<file path="src/rtl/counter_pkg.sv">
// rtl/counter_pkg.sv - shared constants and helpers for the counter family
package counter_pkg;

   localparam int CNT_WRAP = 0;
   localparam int CNT_SAT  = 1;

   localparam logic DIR_DOWN = 1'b0;
   localparam logic DIR_UP   = 1'b1;

   // ceil(log2(value)); returns 0 for value <= 1
   function automatic int clog2(input int value);
      int result;
      int v;
      result = 0;
      v = value - 1;
      while (v > 0) begin
         result = result + 1;
         v = v >> 1;
      end
      return result;
   endfunction

endpackage

</file>
<file path="src/rtl/tick_prescaler.sv">
// rtl/tick_prescaler.sv - divides enabled cycles into one TICK every PRESCALE cycles
module tick_prescaler
   import counter_pkg::*;
#(
   parameter int PRESCALE = 1
) (
   input  logic CLK,
   input  logic RST,
   input  logic EN,
   input  logic CLR,
   output logic TICK
);

   localparam int PS_W = (PRESCALE > 1) ? clog2(PRESCALE) : 1;
   localparam logic [PS_W-1:0] PS_LAST = PS_W'(PRESCALE - 1);

   if (PRESCALE < 1) begin : g_bad_prescale
      $error("tick_prescaler: PRESCALE must be >= 1");
   end

   logic [PS_W-1:0] ps_q;
   logic [PS_W-1:0] ps_d;

   always_comb begin
      ps_d = ps_q;
      if (CLR) begin
         ps_d = '0;
      end else if (EN) begin
         ps_d = (ps_q == PS_LAST) ? '0 : ps_q + 1'b1;
      end
   end

   always_ff @(posedge CLK) begin
      if (RST) begin
         ps_q <= '0;
      end else begin
         ps_q <= ps_d;
      end
   end

   // With PRESCALE=1 ps_q is stuck at 0 == PS_LAST, so TICK follows EN.
   assign TICK = EN & (ps_q == PS_LAST);

endmodule

</file>
<file path="src/rtl/mod_n_counter.sv">
// rtl/mod_n_counter.sv - modulo-N up/down counter with load, prescaler and wrap/saturate modes
module mod_n_counter
   import counter_pkg::*;
#(
   parameter int WIDTH    = 5,
   parameter int MODULUS  = 25,
   parameter int PRESCALE = 1,
   parameter int SATURATE = 0
) (
   input  logic             CLK,
   input  logic             RST,
   input  logic             EN,
   input  logic             UP,
   input  logic             CLR,
   input  logic             LOAD,
   input  logic [WIDTH-1:0] LOAD_VAL,
   output logic [WIDTH-1:0] QBit,
   output logic             TC,
   output logic             CARRY
);

   localparam logic [WIDTH-1:0] Q_MAX = WIDTH'(MODULUS - 1);
   localparam logic SAT_MODE = (SATURATE == CNT_SAT);

   if (MODULUS < 2 || MODULUS > (2 ** WIDTH)) begin : g_bad_modulus
      $error("mod_n_counter: MODULUS must satisfy 2 <= MODULUS <= 2**WIDTH");
   end

   logic             step;
   logic             ps_clr;
   logic [WIDTH-1:0] q_q;
   logic [WIDTH-1:0] q_d;

   assign ps_clr = CLR | LOAD;

   tick_prescaler #(
      .PRESCALE (PRESCALE)
   ) u_prescaler (
      .CLK  (CLK),
      .RST  (RST),
      .EN   (EN),
      .CLR  (ps_clr),
      .TICK (step)
   );

   // Terminal values are tested explicitly, so no WIDTH+1-bit sum is ever needed.
   always_comb begin
      q_d = q_q;
      if (CLR) begin
         q_d = '0;
      end else if (LOAD) begin
         q_d = (LOAD_VAL > Q_MAX) ? Q_MAX : LOAD_VAL;
      end else if (step) begin
         if (UP == DIR_UP) begin
            q_d = (q_q == Q_MAX) ? (SAT_MODE ? Q_MAX : '0) : q_q + 1'b1;
         end else begin
            q_d = (q_q == '0) ? (SAT_MODE ? '0 : Q_MAX) : q_q - 1'b1;
         end
      end
   end

   always_ff @(posedge CLK) begin
      if (RST) begin
         q_q <= '0;
      end else begin
         q_q <= q_d;
      end
   end

   assign QBit  = q_q;
   assign TC    = ((UP == DIR_UP) & (q_q == Q_MAX)) | ((UP == DIR_DOWN) & (q_q == '0));
   assign CARRY = step & TC & ~CLR & ~LOAD & ~RST & ~SAT_MODE;

endmodule

</file>
<file path="config.mk">
export PLATFORM = sky130hd
export DESIGN_NAME = mod_n_counter
export DESIGN_NICKNAME = d
export VERILOG_FILES = /design/src/rtl/counter_pkg.sv /design/src/rtl/tick_prescaler.sv /design/src/rtl/mod_n_counter.sv
export SDC_FILE = /design/constraint.sdc
export NUM_CORES = 1
export LEC_CHECK = 0
export BUFFER_PORTS_ARGS = -buffer_cell sky130_fd_sc_hd__buf_2
export CORE_AREA = 4 4 41 43
export DETAILED_ROUTE_END_ITERATION = 16
export DIE_AREA = 0 0 45 47
export GPL_TIMING_DRIVEN = 0
export PLACE_DENSITY = 0.7
export SLEW_MARGIN = 25
export SYNTH_ARGS = -nofsm -noshare
export SYNTH_HDL_FRONTEND = slang
export SYNTH_SLANG_ARGS = --single-unit
</file>
<file path="constraint.sdc">
create_clock -name CLK -period 2.5 [get_ports CLK]
set_input_delay 0.75 -clock CLK [delete_from_list [all_inputs] [get_ports CLK]]
set_output_delay 0.75 -clock CLK [all_outputs]
set_load 0.01 [all_outputs]
</file>
Yosys cells after proc, flatten, opt, wreduce, memory -nomap -nowiden
Cells that the tools add are included.

operators by class
  bitwise operators = 14
  eq/ne operators = 1
  muxes and demuxes = 7
  shifts and indexed selects = 0
  $lt $le $gt $ge = 1
  $add $sub $neg = 3
  reductions and logical operators = 4
  multipliers = 0
  divide/modulo/power cells = 0

operators with widths
  kind                 number
  $mux 5               6
  $and 1x1->1          7
  $add 5x1->5 const B  1
  $eq 5x5->1 const B   1
  $gt 5x5->1 const B   1
  $logic_not 5->1      1
  $not 1->1            5
  $sub 5x1->5 const B  1
  $reduce_or 2->1      2
  $or 1x1->1           2
  $reduce_bool 2->1    1
  $add 1x1->1 const B  1
  $mux 1               1

storage, ports and cells
  bits in writable memories = 0
  memories kept = 0
  output and inout bits = 7
  bits in registers = 6
  ROM bits = 0
  latch bits = 0
  word-level logic and storage cells = 32
  input port bits = 11

Depth between registers and ports, before layout
Gate-level depths: netlist of the first run.

  word-level depth = 7
  depth in mapped cells = 6
  gate-level depth less buffers = 6

By module
Synthesis of the first run repeated with hierarchy kept, for this count alone.

second synthesis, totals
  cell total of the unflattened synthesis = 70
  area total of the unflattened synthesis = 540.5 µm²

modules (own cells, without submodules)
  module          area each (µm²)  instances  sequential area each (µm²)  cells each
  mod_n_counter   533.0            1          100.1                       69
  tick_prescaler  7.5              1          0.0                         1

Worst setup path before layout of the first run
OpenSTA, ideal clock, no wires.

  path kind = input to output
  start point = input port UP
  end point = output port CARRY
  data required time = 1.750 ns
  setup slack = 0.106 ns
  data arrival time = 1.644 ns
  buffers on the path = 1
  stages = 4
  cells stage by stage = buf_6 -> or3_1 -> a21oi_2 -> and3_1

on the way
  longest elaborated chain between the ends = 7
  elaborated cells between the ends (all ways) = 8
  those cells by class = bitwise (8)

RTL lines
  what                         line                 RTL
  start: declaration           mod_n_counter.sv:13  input logic UP,
  $not 1->1                    mod_n_counter.sv:71  assign TC = ((UP == DIR_UP) & (q_q == Q_MAX)) | ((UP == DIR_DOWN) & (q_q == '0));
  $and 1x1->1                  mod_n_counter.sv:71
  $or 1x1->1 *                 mod_n_counter.sv:71
  net TC                       mod_n_counter.sv:18  output logic TC,
  $and 1x1->1 * (4 in series)  mod_n_counter.sv:72  assign CARRY = step & TC & ~CLR & ~LOAD & ~RST & ~SAT_MODE;
  end: declaration             mod_n_counter.sv:19  output logic CARRY

The timed path passes the listed nets; every way through them passes the cells marked *.

Worst setup path in the final report of the first run
  start point = input port UP
  end point = output port CARRY

on the way
  longest elaborated chain between the ends = 7
  elaborated cells between the ends (all ways) = 8
  those cells by class = bitwise (8)

RTL lines
  what                         line
  $not 1->1                    mod_n_counter.sv:71
  $and 1x1->1                  mod_n_counter.sv:71
  $or 1x1->1 *                 mod_n_counter.sv:71
  $and 1x1->1 * (4 in series)  mod_n_counter.sv:72

Every way passes the cells marked *; elsewhere a longest branch is shown, timed or not.

==> impl_metrics.sql, run 1 <==
INSERT INTO impl_metrics (metric_group, metric, value, unit) VALUES
('status', 'status', 'finished, final reports clean', ''),
('sta', 'report.final.slew_viol_count', '0', ''),
('drt', 'antenna_violating_nets_post_route', '0', ''),
('yosys', 'yosysSeqAreaShare', '19.28', '%'),
('yosys', 'synth_enable_flop_cells', '0', ''),
('clock_tree', 'cts_tree', 'built', ''),
('global_route', 'largest_net_degree_at_the_start_of_global_routing', '11', ''),
('drt', 'drt_iter0_drc', '15', ''),
('final_layout', 'layout_common_cells', '17 x buf_2, 10 x nand2_1, 7 x o21ai_0', ''),
('drt', 'detailedRoute.firstPassIterationCount', '4', ''),
('critical_path', 'cp_max_fo', '9', ''),
('final_layout', 'largest_register_ff_count', '5', ''),
('drt', 'drc', '0', ''),
('drt', 'post_drt_wl_per_cell', '11.89', 'um'),
('placement', 'gp_congestion', '0.7905', ''),
('final_layout', 'areaGrowthSynthToFinish', '26.51', '%'),
('clock_tree', 'worst_skew_pair.late_latency', '250', 'ps'),
('drt', 'detail_route.wirelength', '1284', 'um'),
('critical_path', 'worstPathCellList', 'buf_6 > or3_1 > a21oi_2 > and3_1 > buf_2', ''),
('yosys', 'synth-seq-cells', '5', ''),
('final_layout', 'final_common_cell', 'buf_2', ''),
('clock_tree', 'cts-root-buf', 'clkbuf_4', ''),
('sta', 'worst-slew-pin-transition', '421.8', 'ps'),
('yosys', 'post-synth-top-area-fraction', '19.28', '%'),
('sta', 'skew', '0.3315', 'ps'),
('yosys', 'netlist.top_cell.by_area', 'dfxtp_1', ''),
('sta', 'slew_headroom', '71.88', '%'),
('yosys', 'synthesized_netlist_net_count', '86', ''),
('power', 'power.static_leakage', '0.3167', 'nW'),
('power', 'finalPower', '273.2', 'uW'),
('critical_path', 'timing.critical_path.slowest_cell_delay', '320', 'ps'),
('power', 'share_comb_of_total_power', '30.9', '%'),
('power', 'total_switching_power', '88.24', 'uW'),
('floorplanning', 'die_area', '0.002115', 'mm2'),
('final_layout', 'nNetsFinal', '108', ''),
('clock_tree', 'clk_pin_slew', '50', 'ps'),
('flow_run', 'maxCapViolations', '0', ''),
('critical_path', 'worstSetupEndpointType', 'output port', ''),
('yosys', 'ys_async_sr_fraction', '0', '%'),
('sta', 'period_utilisation_layout', '98.07', '%'),
('final_layout', 'number_of_filler_cells_placed_in_the_layout', '133', ''),
('sta', 'setup-violations-final', '0', ''),
('floorplanning', 'height_of_the_die', '47', 'um'),
('hold_path', 'worst_hold_path_type', 'in2reg', ''),
('critical_path', 'critical_path_arrival', '1700', 'ps'),
('sta', 'post-route-min-period', '2452', 'ps'),
('critical_path', 'startpoint_type_of_the_worst_setup_path', 'input pin', ''),
('sta', 'report.final.hold_viol_count', '0', ''),
('global_route', 'most_heavily_used_metal_layer_in_global_routing', 'met2', ''),
('floorplanning', 'floorplan.core_area', '0.001301', 'mm2'),
('power', 'power_report.internal_total', '184.9', 'uW'),
('floorplanning', 'die-width', '45', 'um'),
('clock_tree', 'cts-root-to-sink-buffers', '2', ''),
('yosys', 'synth_ff_type', 'dfxtp_1', ''),
('critical_path', 'required', '1750', 'ps'),
('critical_path', 'critical-path-top-delay-family', 'simple AND/OR/NAND/NOR gates', ''),
('yosys', 'postSynthCellCount', '72', ''),
('critical_path', 'crit_slowest_cell', 'or3_1', ''),
('global_route', 'grt_remaining_overflow', '0', ''),
('global_route', 'groute.layer.met3.usage', '3.831', '%'),
('sta', 'fmax', '407.9', 'MHz'),
('power', 'power_frac_seq', '32.8', '%'),
('yosys', 'synth.lib_cells_used.distinct', '35', ''),
('global_route', 'grt_first_pass_wirelength', '2145', 'um'),
('global_route', 'grt.met2_usage', '23.16', '%'),
('clock_tree', 'h_tree_lvl_count', '1', ''),
('yosys', 'yosys_warnings', '0', ''),
('global_route', 'globalRouteTotalUtil', '14.29', '%'),
('global_route', 'grt_pass1_vias', '512', ''),
('floorplanning', 'floorplan.initialDensity', '39.90', '%'),
('clock_tree', 'numClockSinks', '5', '');
## Yosys cell counts (3+ instances only)
cell type / number
a21oi_1: 3
dfxtp_1: 5
ha_1: 3
inv_1: 4
nand2_1: 10
nor2_1: 3
o21ai_0: 7
## power groups by stage
stage / Clock [mW] / Sequential, mW / Combinational [mW]
final: 0.0993 / 0.0895 / 0.0843
after detailed placement: 0 / 0.0905 / 0.0806
after CTS: 0.0990 / 0.0888 / 0.0812
after global routing: 0.107 / 0.0901 / 0.0947
after global placement: 0 / 0.0901 / 0.0799
after floorplan: 0 / 0.0913 / 0.0543
## metal layers
layer	vias to the layer above	share of wire (%)
met5	-	0
met4	0	3.0
met3	5	4.4
met2	17	48
met1	258	45
li1	298	-
## kinds of logic (layout without fill, tap and decap cells)
| logic type | after synthesis | count (layout) | synth area share, % |
|---|---|---|---|
| compound gates | 24 | 24 | 31.57 |
| xor+xnor | 1 | 1 | 1.687 |
| fa+ha+maj | 3 | 3 | 7.230 |
| buf+inv | 9 | 30 | 8.915 |
| flops | 5 | 5 | 19.28 |
| mux | 1 | 1 | 2.891 |
| simple gates | 29 | 29 | 28.44 |
## layout make-up
type                            instances  area (um2)  area share (%)
Buffer                                  5       31.28           4.762
Clock buffer                            4       26.28           4.000
Inverter                                4       15.01           2.286
Multi-Input combinational cell         58       375.4           57.14
Sequential cell                         5       102.6           15.62
Tap cell                               15       18.77           2.857
Timing Repair Buffer                   17       87.58           13.33
## repair_timing
| item | 4_1_cts | 5_1_grt |
|---|---|---|
| hold buffers | 0 | 0 |
| resized for setup | 0 | 4 |
| setup endpoints to repair | 0 | 1 |
| hold endpoints to repair | 0 | 0 |
| buffers inserted | 0 | 1 |
## worst reg2reg max path: stages (launching register included)
cell	delay, ps
dfxtp_2	400
inv_1	80
ha_2	190
or2b_1	210
a21oi_2	70
or3_1	370
a2111oi_2	290
## per-stage QoR
stage	hold WS, ps	instances	cell area (um2)	worst slack (ps)	util [%]
6_report	677.3	108	656.9	48.30	50.48
5_1_grt	677.7	108	656.9	2.638	50.48
4_1_cts	680.2	107	644.4	25.68	49.52
3_5_place_dp	710.1	103	618.1	41.42	47.50
3_3_place_gp	694.9	103	618.1	51.00	47.50
2_1_floorplan	727.4	72	519.2	105.8	-
## worst paths after layout
check                           cells past startpoint      end  slack, ps
worst min-delay path                                2  QBit[2]        680
worst max register to register                      6  QBit[2]        800
worst max-delay path                                5    CARRY         50
worst min register to register                      3  QBit[0]        700
No activity file was read; power rests on OpenSTA's default activity.
==> run 2: changes to the inputs <==
==> constraint.sdc (replaced) <==
create_clock -name CLK -period 2.5 [get_ports CLK]
set_input_delay 0.25 -clock CLK [delete_from_list [all_inputs] [get_ports CLK]]
set_output_delay 0.25 -clock CLK [all_outputs]
set_load 0.01 [all_outputs]
==> run 2 against run 1 <==
Effect of this change: clock power shrank 0.6%; total power down 1.6%; hold slack worse by 500 ps; die area is the same; sequential power is 0.6% lower; global-route usage unchanged; non-clock buffer count decreased by 1; wire length shrank 1.4%; critical path depth rose by 1; critical endpoint unchanged.
==> impl_metrics.sql, run 2 (same netlist as run 1, synthesis figures left out) <==
INSERT INTO impl_metrics (metric_group, metric, value, unit) VALUES
('power', 'finalPower', '268.8', 'uW'),
('floorplanning', 'die-width', '45', 'um'),
('clock_tree', 'cts_inserted_buffers', '3', ''),
('sta', 'period_utilisation_layout', '78.91', '%'),
('drt', 'via_count', '571', ''),
('sta', 'worst-slew-pin-transition', '412.3', 'ps'),
('hold_path', 'worst_hold_path_type', 'in2reg', ''),
('sta', 'slew_headroom', '72.51', '%'),
('sta', 'rsz0062_at_grt', 'no', ''),
('critical_path', 'regToRegEndpoint', 'QBit[2]', ''),
('critical_path', 'critical_path_arrival', '1720', 'ps'),
('drt', 'avgViaCountPerCell', '5.336', ''),
('clock_tree', 'cts_tree', 'built', ''),
('clock_tree', 'cts_resized', '0', ''),
('critical_path', 'critical_path.reg2reg.startpoint', 'QBit[0]', ''),
('final_layout', 'final_design_area_no_fill', '644.4', 'um2'),
('floorplanning', 'height_of_the_die', '47', 'um'),
('placement', 'gp_congestion', '0.7905', ''),
('clock_tree', 'numClockSinks', '5', ''),
('critical_path', 'startpoint_type_of_the_worst_setup_path', 'flip-flop', ''),
('floorplanning', 'die_area', '0.002115', 'mm2'),
('global_route', 'grt_first_pass_wirelength', '2145', 'um'),
('final_layout', 'post_layout_nonfiller_instances', '107', ''),
('global_route', 'largest_net_degree_at_the_start_of_global_routing', '11', ''),
('drt', 'post_drt_wl_per_cell', '11.83', 'um'),
('final_layout', 'final_common_cell', 'buf_2', ''),
('clock_tree', 'clk_pin_slew', '50', 'ps'),
('clock_tree', 'postCtsSetupRepairBufs', '0', ''),
('clock_tree', 'worst_skew_pair.late_latency', '250', 'ps'),
('status', 'status', 'finished, final reports clean', ''),
('sta', 'fmax', '506.9', 'MHz'),
('clock_tree', 'ctsHoldBuffers', '0', ''),
('critical_path', 'cp_max_fo', '7', ''),
('floorplanning', 'floorplan.core_area', '0.001301', 'mm2'),
('placement', 'dp_cells', '103', ''),
('final_layout', 'layout_common_cells', '17 x buf_2, 10 x nand2_1, 7 x o21ai_0', ''),
('floorplanning', 'top_level_ports', '18', ''),
('critical_path', 'required', '2250', 'ps'),
('drt', 'drc', '0', ''),
('power', 'power.static_leakage', '0.3118', 'nW'),
('sta', 'totalNegativeSetupSlack', '0', 'ps'),
('final_layout', 'areaGrowthSynthToFinish', '24.10', '%'),
('sta', 'report.final.hold_viol_count', '0', ''),
('hold_path', 'worst_hold_startpoint', 'CLR', ''),
('critical_path', 'worstSetupPathType', 'reg2out', ''),
('drt', 'drt_iter0_drc', '13', ''),
('hold_path', 'hold-path-endpoint', 'QBit[2]', ''),
('drt', 'detailedRoute.firstPassIterationCount', '4', ''),
('critical_path', 'rr_worst_depth', '6', ''),
('power', 'power_per_cell_area', '417.2', 'mW/mm2'),
('sta', 'skew', '0.7478', 'ps'),
('placement', 'portBuffers', '16', ''),
('global_route', 'grt_pass1_vias', '512', ''),
('sta', 'report.final.slew_viol_count', '0', ''),
('sta', 'post-route-min-period', '1973', 'ps'),
('clock_tree', 'cts-root-to-sink-buffers', '2', ''),
('placement', 'post-dp-hpwl', '976.2', 'um'),
('floorplanning', 'floorplan.initialDensity', '39.90', '%'),
('placement', 'placed_cell_area', '618.1', 'um2'),
('flow_run', 'maxCapViolations', '0', ''),
('final_layout', 'finalCoreUtilization', '49.52', '%'),
('global_route', 'grt_remaining_overflow', '0', ''),
('sta', 'setup-violations-final', '0', ''),
('power', 'vdd_drop_max', '195.0', 'uV'),
('final_layout', 'antenna_cells_inserted', '0', ''),
('clock_tree', 'cts-root-buf', 'clkbuf_4', ''),
('drt', 'antenna_violating_nets_post_route', '0', ''),
('final_layout', 'drive_above_1_share', '28.26', '%'),
('final_layout', 'largest_register_ff_count', '5', ''),
('drt', 'detail_route.wirelength', '1266', 'um'),
('final_layout', 'nNetsFinal', '107', ''),
('global_route', 'globalRouteTotalUtil', '14.29', '%'),
('floorplanning', 'rows', '13', ''),
('critical_path', 'worstSetupEndpointType', 'output port', ''),
('critical_path', 'reg2reg_slack', '640', 'ps'),
('clock_tree', 'h_tree_lvl_count', '1', ''),
('global_route', 'antenna_found_initial', '0', ''),
('hold_path', 'worstHoldPathCells', '2', '');
[run 2: routing by layer]
metal	vias up	global-route usage [%]	wire length, um
li1	296	-	-
met1	256	16.10	556
met2	14	23.16	609
met3	5	3.831	62
met4	0	10.53	38
met5	-	0	0
[run 2: worst max-delay path by stage]
stage	start	to	cells after the start
detailed placement	QBit[0]	QBit[2]	6
global route	QBit[0]	CARRY	6
finish	QBit[0]	CARRY	6
global placement	QBit[0]	QBit[2]	6
floorplan	QBit[0]	QBit[2]	6
CTS	QBit[0]	CARRY	6
[run 2: critical path, stage by stage (launching register included)]
cell and delay, ps:
dfxtp_1 370, inv_1 120, ha_1 210, or2b_1 280
a21oi_2 190, and3_1 170, buf_2 120
[run 2: area by class of cell]
class,instances,area [um2]
Fill cell,135,656.9
Multi-Input combinational cell,58,372.9
Buffer,5,31.28
Clock buffer,4,26.28
Sequential cell,5,100.1
Inverter,4,15.01
Tap cell,15,18.77
Timing Repair Buffer,16,80.08
[run 2: report_power, final]
part	internal, mW	total (mW)	switching [mW]
clock network	0.0607	0.0987	0.0381
registers	0.0840	0.0890	0.00493
logic	0.0373	0.0811	0.0439
total	0.182	0.269	0.0869
[run 2: stage by stage]
| step | hold slack, ps | worst slack (ps) |
|---|---|---|
| CTS | 180.2 | 525.7 |
| global placement | 430.8 | 674.2 |
| floorplan | 318.9 | 733.3 |
| global route | 177.9 | 412.1 |
| detailed placement | 436.1 | 647.1 |
| finish | 178.4 | 527.2 |
==> run 3: changes to the inputs <==
- PLACE_DENSITY: 0.7 -> 0.72
- clock period: 2.5 -> 1.7 ns (I/O delays scaled with it)
==> run 3 against run 2 <==
Effect of this change: first-iteration DRC count rose by 77%; wire length up 21%; via count grew 13%; sequential share of layout area is 0.93 points lower; flip-flop and latch count stayed put; highest routed layer unchanged.
==> impl_metrics.sql, run 3 (same netlist as run 1, synthesis figures left out) <==
INSERT INTO impl_metrics (metric_group, metric, value, unit) VALUES
('status', 'status', 'finished, final reports clean', ''),
('final_layout', 'number_of_filler_cells_placed_in_the_layout', '132', ''),
('final_layout', 'areaGrowthSynthToFinish', '41.93', '%'),
('power', 'power_per_cell_area', '582.8', 'mW/mm2'),
('critical_path', 'worstSetupEndpointType', 'output port', ''),
('critical_path', 'critical_path_arrival', '1520', 'ps'),
('drt', 'post_drt_wl_per_cell', '13.52', 'um'),
('floorplanning', 'rows', '13', ''),
('final_layout', 'nNetsFinal', '113', ''),
('drt', 'avgViaCountPerCell', '5.726', ''),
('sta', 'worst-slew-pin-transition', '399.1', 'ps'),
('power', 'total_switching_power', '141.6', 'uW'),
('drt', 'drt_iter0_drc', '23', ''),
('global_route', 'antenna_found_initial', '0', ''),
('hold_path', 'worst_hold_path_type', 'in2reg', ''),
('global_route', 'grt_remaining_overflow', '0', ''),
('floorplanning', 'floorplan.core_area', '0.001301', 'mm2'),
('critical_path', 'reg2reg_slack', '80', 'ps'),
('floorplanning', 'top_level_ports', '18', ''),
('floorplanning', 'die-width', '45', 'um'),
('clock_tree', 'numClockSinks', '5', ''),
('critical_path', 'worstSetupPathType', 'reg2out', ''),
('sta', 'totalNegativeSetupSlack', '0', 'ps'),
('placement', 'gp_congestion', '0.8423', ''),
('clock_tree', 'cts_tree', 'built', ''),
('sta', 'timing.hold.ws', '111.8', 'ps'),
('sta', 'setup_ws', '12.49', 'ps'),
('sta', 'report.final.hold_viol_count', '0', ''),
('sta', 'post-route-min-period', '1688', 'ps'),
('sta', 'rsz0062_at_grt', 'yes', ''),
('placement', 'preCtsSetupSlack', '-51.80', 'ps'),
('critical_path', 'setup.worst_path.start', 'QBit[0]', ''),
('critical_path', 'critical_path.endpoint', 'CARRY', ''),
('power', 'power_frac_seq', '29.7', '%'),
('sta', 'report.final.slew_viol_count', '0', ''),
('final_layout', 'antenna_cells_inserted', '0', ''),
('power', 'power_report.internal_total', '287.9', 'uW'),
('final_layout', 'largest_register_ff_count', '5', ''),
('floorplanning', 'floorplan.initialDensity', '39.90', '%'),
('power', 'finalPower', '429.5', 'uW'),
('power', 'share_comb_of_total_power', '37.0', '%'),
('critical_path', 'crit_slowest_cell', 'dfxtp_4', ''),
('final_layout', 'drive_above_1_share', '38.78', '%'),
('critical_path', 'cp_max_fo', '4', ''),
('critical_path', 'rr_worst_depth', '6', ''),
('clock_tree', 'cts-root-to-sink-buffers', '2', ''),
('power', 'p_sw_share', '32.97', '%'),
('clock_tree', 'cts-root-buf', 'clkbuf_4', ''),
('placement', 'post-dp-hpwl', '997.6', 'um'),
('floorplanning', 'die_area', '0.002115', 'mm2'),
('global_route', 'grt_first_pass_wirelength', '2346', 'um'),
('final_layout', 'layout_common_cells', '17 x buf_2, 10 x nand2_1, 7 x buf_4, 7 x o21ai_0', ''),
('power', 'vdd_drop_max', '311.2', 'uV'),
('flow_run', 'maxCapViolations', '0', ''),
('global_route', 'grt_pass1_vias', '587', ''),
('drt', 'drc', '0', ''),
('floorplanning', 'height_of_the_die', '47', 'um'),
('sta', 'slew_headroom', '73.39', '%'),
('final_layout', 'seq_area', '107.6', 'um2'),
('sta', 'fmax', '592.6', 'MHz'),
('critical_path', 'startpoint_type_of_the_worst_setup_path', 'flip-flop', ''),
('drt', 'detailedRoute.firstPassIterationCount', '4', ''),
('sta', 'setup-violations-final', '0', ''),
('sta', 'skew', '2.694', 'ps'),
('critical_path', 'required', '1530', 'ps'),
('critical_path', 'timing.critical_path.slowest_cell_delay', '340', 'ps'),
('sta', 'period_utilisation_layout', '99.27', '%'),
('drt', 'detail_route.wirelength', '1528', 'um'),
('global_route', 'largest_net_degree_at_the_start_of_global_routing', '11', ''),
('critical_path', 'regToRegEndpoint', 'QBit[2]', ''),
('drt', 'antenna_violating_nets_post_route', '0', ''),
('global_route', 'globalRouteTotalUtil', '15.77', '%'),
('clock_tree', 'cts_inserted_buffers', '3', ''),
('clock_tree', 'worst_skew_pair.late_latency', '250', 'ps'),
('final_layout', 'multi_input_area', '407.9', 'um2'),
('clock_tree', 'clk_pin_slew', '50', 'ps'),
('power', 'power.static_leakage', '0.3462', 'nW'),
('power', 'clkPwrFrac', '33.3', '%'),
('final_layout', 'final_common_cell', 'buf_2', ''),
('critical_path', 'worstPathCellList', 'inv_4 > ha_4 > or2b_1 > a21oi_4 > and3_1 > buf_2', ''),
('clock_tree', 'h_tree_lvl_count', '1', ''),
('critical_path', 'critical_path.reg2reg.startpoint', 'QBit[1]', ''),
('placement', 'portBuffers', '16', ''),
('drt', 'via_count', '647', '');
run 3: cell count changes in the layout (fill, tap and decap cells not counted), sizes merged:
cell,previous run,this run
buf,19,25
run 3: timing repair:
item / in CTS / in global routing
resized for setup: 8 / 3
hold buffers: 0 / 0
pin swaps: 0 / 0
buffers inserted: 4 / 2
endpoints found under the setup margin: 3 / 2
run 3: worst min-delay path by stage:
stage | startpoint | end | cells after the start
2_1_floorplan | CLR | QBit[2] | 1
3_3_place_gp | CLR | QBit[2] | 2
3_5_place_dp | CLR | QBit[2] | 2
4_1_cts | CLR | QBit[2] | 2
5_1_grt | CLR | QBit[2] | 2
6_report | CLR | QBit[2] | 2
run 3: area by class of cell:
type,count,area share [%]
flip-flops and latches,5,14.60
multi-input cells,58,55.35
repair buffers,22,16.98
inverters,4,2.716
clock buffers,4,3.565
plain buffers,5,4.244
well taps,15,2.547
run 3: power by group through the flow:
| stage | registers (mW) | logic (mW) | clock network [mW] |
|---|---|---|---|
| 6_report | 0.128 | 0.159 | 0.143 |
| 4_1_cts | 0.127 | 0.140 | 0.144 |
| 3_5_place_dp | 0.134 | 0.120 | 0 |
| 3_3_place_gp | 0.133 | 0.117 | 0 |
| 5_1_grt | 0.128 | 0.174 | 0.154 |
| 2_1_floorplan | 0.135 | 0.0799 | 0 |
run 3: worst max-delay path, delay by kind of cell (launching register included):
kind,cells,cell delay (ps)
AO/OA/AOI/OAI,1,170
flip-flops,1,340
adder cells (fa/ha/maj),1,140
buffers and inverters,2,180
AND/OR/NAND/NOR,2,430
run 3: per-layer routing:
metal	part of all wire [%]	track usage, %	wire (um)
met1	42	17.42	642
met2	49	27.12	756
met3	4.1	2.299	62
met4	4.3	12.28	66
met5	0	0	0
run 3: stage by stage:
step	util, %	instance area, um2	instances
final	56.63	737.0	113
after global routing	56.63	737.0	113
after CTS	53.75	699.4	111
after detailed placement	47.69	620.6	103
after global placement	47.69	620.6	103
after floorplan	-	521.8	72
